$ cat src/rtl/dmem_arbiter_pkg.sv
// Shared types and defaults for the scalar/vector data-memory arbiter.
package dmem_arbiter_pkg;
    localparam int MAX_VL_DEF = 8;
    localparam int LEN_W_DEF  = 4;
    localparam int ELEM_W     = 32;

    typedef enum logic {
        IDLE   = 1'b0,
        VBURST = 1'b1
    } state_t;
endpackage

$ cat src/rtl/dmem_arbiter_vburst_addr_gen.sv
// Strided burst address accumulator and element counter; one element per step, no multiplier.
// load latches base/stride/len, step advances; last flags the final element of the burst.
module vburst_addr_gen
    import dmem_arbiter_pkg::*;
#(
    parameter int LEN_W = LEN_W_DEF
) (
    input  logic             clk,
    input  logic             reset,
    input  logic             load,
    input  logic             step,
    input  logic [31:0]      base,
    input  logic [31:0]      stride,
    input  logic [LEN_W-1:0] len,
    output logic [31:0]      addr,
    output logic [LEN_W-1:0] idx,
    output logic             last
);
    logic [31:0]      stride_q;
    logic [LEN_W-1:0] len_m1;

    always_ff @(posedge clk) begin
        if (reset) begin
            addr     <= '0;
            stride_q <= '0;
            idx      <= '0;
            len_m1   <= '0;
        end else if (load) begin
            addr     <= base;
            stride_q <= stride;
            idx      <= '0;
            len_m1   <= len - LEN_W'(1);
        end else if (step) begin
            // two's-complement add gives the mod-2^32 wrap for negative strides
            addr <= addr + stride_q;
            idx  <= idx + LEN_W'(1);
        end
    end

    assign last = (idx == len_m1);
endmodule

$ cat src/rtl/dmem_arbiter.sv
// Scalar/vector arbiter for one single-port data memory: scalar 1-cycle access, vector bursts 1 element/cycle.
// Grants are combinational, read data/done registered; the scalar stalls for the whole burst, ties alternate via prio_v.
module dmem_arbiter
    import dmem_arbiter_pkg::*;
#(
    parameter int MAX_VL = MAX_VL_DEF,
    parameter int LEN_W  = LEN_W_DEF
) (
    input  logic                     clk_i,
    input  logic                     reset,
    input  logic                     s_req_i,
    input  logic                     s_we_i,
    input  logic [31:0]              s_addr_i,
    input  logic [31:0]              s_wdata_i,
    output logic                     s_gnt_o,
    output logic                     s_rvalid_o,
    output logic [31:0]              s_rdata_o,
    input  logic                     v_req_i,
    input  logic                     v_we_i,
    input  logic [31:0]              v_base_i,
    input  logic [31:0]              v_stride_i,
    input  logic [LEN_W-1:0]         v_len_i,
    input  logic [ELEM_W*MAX_VL-1:0] v_wdata_i,
    output logic                     v_gnt_o,
    output logic                     v_done_o,
    output logic [ELEM_W*MAX_VL-1:0] v_rdata_o,
    output logic [31:0]              mem_addr_o,
    output logic [31:0]              mem_wdata_o,
    output logic                     mem_write_o,
    output logic                     mem_read_o,
    input  logic [31:0]              mem_rdata_i
);
    localparam int DATA_W = ELEM_W * MAX_VL;

    state_t            state;
    logic              prio_v;
    logic              v_we_q;
    logic [DATA_W-1:0] v_wdata_q;
    logic [LEN_W-1:0]  len_c;
    logic [LEN_W-1:0]  ag_idx;
    logic [31:0]       ag_addr;
    logic              ag_last;
    logic              idle;
    logic              in_burst;
    logic              s_win;

    assign len_c = (v_len_i > LEN_W'(MAX_VL)) ? LEN_W'(MAX_VL) : v_len_i;

    // Nothing is granted or accessed while reset is held, so a reset mid-burst stops memory traffic at once.
    assign idle     = (state == IDLE) && !reset;
    assign in_burst = (state == VBURST) && !reset;
    assign s_win    = s_req_i && (!v_req_i || !prio_v);
    assign s_gnt_o  = idle && s_win;
    assign v_gnt_o  = idle && v_req_i && !s_win;

    vburst_addr_gen #(
        .LEN_W(LEN_W)
    ) u_addr_gen (
        .clk    (clk_i),
        .reset  (reset),
        .load   (v_gnt_o),
        .step   (in_burst),
        .base   (v_base_i),
        .stride (v_stride_i),
        .len    (len_c),
        .addr   (ag_addr),
        .idx    (ag_idx),
        .last   (ag_last)
    );

    always_comb begin
        mem_addr_o  = '0;
        mem_wdata_o = '0;
        mem_write_o = 1'b0;
        mem_read_o  = 1'b0;
        if (s_gnt_o) begin
            mem_addr_o  = s_addr_i;
            mem_wdata_o = s_wdata_i;
            mem_write_o = s_we_i;
            mem_read_o  = !s_we_i;
        end else if (in_burst) begin
            mem_addr_o  = ag_addr;
            mem_wdata_o = v_wdata_q[ag_idx*ELEM_W +: ELEM_W];
            mem_write_o = v_we_q;
            mem_read_o  = !v_we_q;
        end
    end

    always_ff @(posedge clk_i) begin
        if (reset) begin
            state      <= IDLE;
            prio_v     <= 1'b0;
            s_rvalid_o <= 1'b0;
            s_rdata_o  <= '0;
            v_done_o   <= 1'b0;
            v_rdata_o  <= '0;
            v_we_q     <= 1'b0;
            v_wdata_q  <= '0;
        end else begin
            s_rvalid_o <= 1'b0;
            v_done_o   <= 1'b0;
            case (state)
                IDLE: begin
                    if (s_gnt_o) begin
                        prio_v <= 1'b1;
                        if (!s_we_i) begin
                            s_rdata_o  <= mem_rdata_i;
                            s_rvalid_o <= 1'b1;
                        end
                    end else if (v_gnt_o) begin
                        prio_v    <= 1'b0;
                        v_we_q    <= v_we_i;
                        v_wdata_q <= v_wdata_i;
                        v_rdata_o <= '0;
                        // an empty burst completes without ever entering VBURST
                        if (len_c == '0) begin
                            v_done_o <= 1'b1;
                        end else begin
                            state <= VBURST;
                        end
                    end
                end
                VBURST: begin
                    if (!v_we_q) begin
                        v_rdata_o[ag_idx*ELEM_W +: ELEM_W] <= mem_rdata_i;
                    end
                    if (ag_last) begin
                        state    <= IDLE;
                        v_done_o <= 1'b1;
                    end
                end
            endcase
        end
    end
endmodule

$ cat config.mk
export PLATFORM = sky130hd
export DESIGN_NAME = dmem_arbiter
export DESIGN_NICKNAME = d
export VERILOG_FILES = /design/src/rtl/dmem_arbiter_pkg.sv /design/src/rtl/dmem_arbiter_vburst_addr_gen.sv /design/src/rtl/dmem_arbiter.sv
export SDC_FILE = /design/constraint.sdc
export NUM_CORES = 1
export LEC_CHECK = 0
export CAP_MARGIN = 15
export CELL_PAD_IN_SITES_DETAIL_PLACEMENT = 0
export CELL_PAD_IN_SITES_GLOBAL_PLACEMENT = 2
export CORE_AREA = 2 2 219 437
export CTS_CLUSTER_DIAMETER = 150
export DETAILED_ROUTE_END_ITERATION = 12
export DIE_AREA = 0 0 221 439
export HOLD_SLACK_MARGIN = 0.03
export PLACE_DENSITY_LB_ADDON = 0.1
export SYNTH_ARGS = -nofsm -noshare
export SYNTH_HDL_FRONTEND = slang
export SYNTH_SLANG_ARGS = --single-unit
$ cat constraint.sdc
create_clock -name clk_i -period 5.7 [get_ports clk_i]
set_input_delay 0.57 -clock clk_i [delete_from_list [all_inputs] [get_ports clk_i]]
set_output_delay 0.57 -clock clk_i [all_outputs]
set_load 0.02 [all_outputs]
==> impl_metrics.csv <==
group,metric,value,unit
clocking,clockBufferDepth,3,
synth,syn-cell-area,0.0270,sq mm
synth,syn_avg_cell_area,8.38,sq um
die,dieArea,0.0970,sq mm
clocking,clk_pin_slew_worst_paths,0.07,ns
cells_and_area,syn2layout_area_growth,39.2,%
setup_path,cp_common_cell,"buf_4",
sta,slew_violations,0,
setup_path,slowest_delay,0.65,ns
power,irDropWorstVdd,0.000239,V
sta,rsz0062_at_grt,"no",
power,p_per_area,278,mW/mm^2
sta,setup_ws,1.20,ns
power,leakagePower,0.0145,uW
global_route,grt_pass1_wl,183000,um
synth,seq_area_frac_synth,46.0,%
setup_path,path_buf_inv,5,
sta,tns,0,ns
die,core.rowCount,159,
synth,synthesis.nets,3688,
outcome,outcome,"finished, final reports clean",
synth,synthMostInstantiatedCell,"nand2_1",
global_route,antenna_found_initial,57,
drt,first_pass_iters,5,
sta,fin_crit,4.50,ns
drt,drt-total-wl,128000,um
synth,yosysUniqueCellTypes,74,
place,post-place-ws,1.77,ns
synth,synth_seq_cells,621,
drt,ant_nets,0,
setup_path,crit_family,"buffers and inverters",
die,io_pins,784,
sta,setup_viol,0,
die,dieHeight,439,um
clocking,cts.sinks,621,
global_route,grt_max_degree,213,
setup_path,cp_max_fo,40,
die,die_w,221,um
place,hpwl,95400,um
clocking,cts_resized,0,
global_route,grt_overflow,0,
sta,max_freq,222,MHz
setup_path,path_class,"flop to output port",
synth,synth_flop_cell,"dfxtp_1",
place,numPortBuffers,783,
setup_path,critPathSlowestCell,"clkdlybuf4s50_1",
cells_and_area,nNetsFinal,4284,
clocking,htreeDepth,2,
cells_and_area,drive_gt1_share,6.17,%
setup_path,crit_required,5.13,ns
global_route,grt_pass1_vias,26022,
global_route,track_usage,25.4,%
hold_path,hold_path_class,"input pin to flop",
setup_path,critPathCaptureType,"output port",
die,start_util,28.9,%
setup_path,cp-start-kind,"flop",
die,core_area,0.0937,sq mm
setup_path,cp.arrival,3.93,ns
synth,ys_warn_count,0,
drt,drc_errors,0,
sta,finalClockSkew,0.0292,ns
synth,synth_cells,3226,
sta,relSlewSlack,20.5,%
drt,vias_per_cell,5.15,
synth,synth_common_cells,"875 x nand2_1, 621 x dfxtp_1, 295 x nand3b_1",
job,maxCapViolCount,0,
sta,hold_violations,0,
clocking,hold_buffers,0,
sta,tightest_slew,1.19,ns
drt,wire_per_inst,25.3,um
synth,synth_edf_count,0,
synth,yosys-top-cells-area,"dfxtp_1 46%, nand2_1 12%, nand3b_1 8.2%, mux4_2 5.3%, a21oi_1 4.1%",
clocking,post_cts_buffers,0,
synth,yosysTopAreaCellShare,46.0,%
synth,yosys.area.top_type,"dfxtp_1",
clocking,cts_tree,"built",
clocking,clk_latency,0.67,ns
cells_and_area,fin_util,40.2,%
drt,drt_iter0_markers,1849,
drt,vias,26209,
place,gp_congestion,0.857,
clocking,root_buffer,"clkbuf_16",
clocking,cts_buffers,59,
setup_path,worstPathCellList,"buf_4, inv_2, nor2_4, buf_4, nand2_1, buf_4, o21ai_0, clkdlybuf4s50_1",
synth,async_reset_ff_share,0,%
sta,fin_crit_sh,78.9,%
[through the flow]
step | area, sq um | std cells | power, uW | hold slack, ns
floorplan | 27000 | 3226 | 5580 | 0.446
global placement | 35700 | 4967 | 6450 | 0.444
detailed placement | 35700 | 4968 | 6470 | 0.446
CTS | 37600 | 5080 | 10600 | 0.268
global route | 37600 | 5080 | 10900 | 0.290
finish | 37600 | 5087 | 10500 | 0.291
[cell usage in the layout, fill, tap and decap left out, types with 35 or more instances in the layout]
cell,instances
nand2_1,875
clkdlybuf4s50_1,782
dfxtp_1,618
nand3b_1,295
a21oi_1,222
nor2_1,205
nand3_1,156
a22oi_1,71
mux4_2,64
clkbuf_16,60
o21ai_0,56
mux2i_1,41
a31oi_1,38
buf_4,36
ha_1,35
[cells by family (layout without fill, tap and decap cells)]
| kind of cell | after synthesis | after routing | share of synthesized area (%) |
|---|---|---|---|
| adder cells (fa/ha/maj) | 36 | 36 | 1.69 |
| multiplexers | 107 | 107 | 6.93 |
| flip-flops | 621 | 621 | 46.0 |
| buffers and inverters | 306 | 953 | 4.52 |
| AND/OR/NAND/NOR | 1607 | 1607 | 27.8 |
| XOR/XNOR | 29 | 29 | 0.939 |
| AO/OA/AOI/OAI | 520 | 520 | 12.2 |
| other | 0 | 7 | 0 |
[where the power goes]
group          internal, uW  switching (uW)
Combinational           711             914
Sequential             4550             180
Clock                  2240            1870
[sequential cells by signal (all words and copies together), names as in the netlist]
name and cells:
s_rvalid_o 1, v_we_q 1, v_done_o 1, u_addr_gen.idx 4
s_rdata_o 32, state 1, prio_v 1, u_addr_gen.len_m1 4
v_rdata_o 256, v_wdata_q 256, u_addr_gen.stride_q 32, u_addr_gen.addr 32
[worst reg2reg max path, cell delays in order (launching register included)]
cell and delay, ns:
dfxtp_2 0.31, buf_4 0.28, nor2_1 0.39, nand3_4 0.57
inv_8 0.61, nor2_1 0.17, nor2_1 0.46, nand2_1 0.51
nand3_1 0.23, a21oi_1 0.09
[layout make-up]
| class | instances | area [sq um] |
|---|---|---|
| flip-flops and latches | 621 | 12400 |
| multi-input cells | 2299 | 13500 |
| diodes | 7 | 17.5 |
| clock inverters | 26 | 225 |
| fillers | 9580 | 56100 |
| well taps | 1207 | 1510 |
| clock buffers | 86 | 1730 |
| repair buffers | 823 | 8190 |
| inverters | 18 | 77.6 |
[path summary, 6_finish.rpt]
check / startpoint / endpoint / slack (ns) / cells after the start
worst max-delay path: state$_SDFF_PP0_ / mem_wdata_o[21] / 1.20 / 8
worst min-delay path: reset / v_rdata_o[246]$_SDFFE_PP0P_ / 0.29 / 2
worst max register to register: state$_SDFF_PP0_ / v_rdata_o[5]$_SDFFE_PP0P_ / 1.92 / 9
worst min register to register: v_rdata_o[31]$_SDFFE_PP0P_ / v_rdata_o[31]$_SDFFE_PP0P_ / 0.45 / 2
[per-layer routing]
metal  GRT usage (%)  part of all wire (%)
met5               0                  0.43
met4            8.57                   3.5
met3            8.16                   8.4
met2            46.4                    51
met1            27.4                    37
Power figures use the tool's default switching activity.
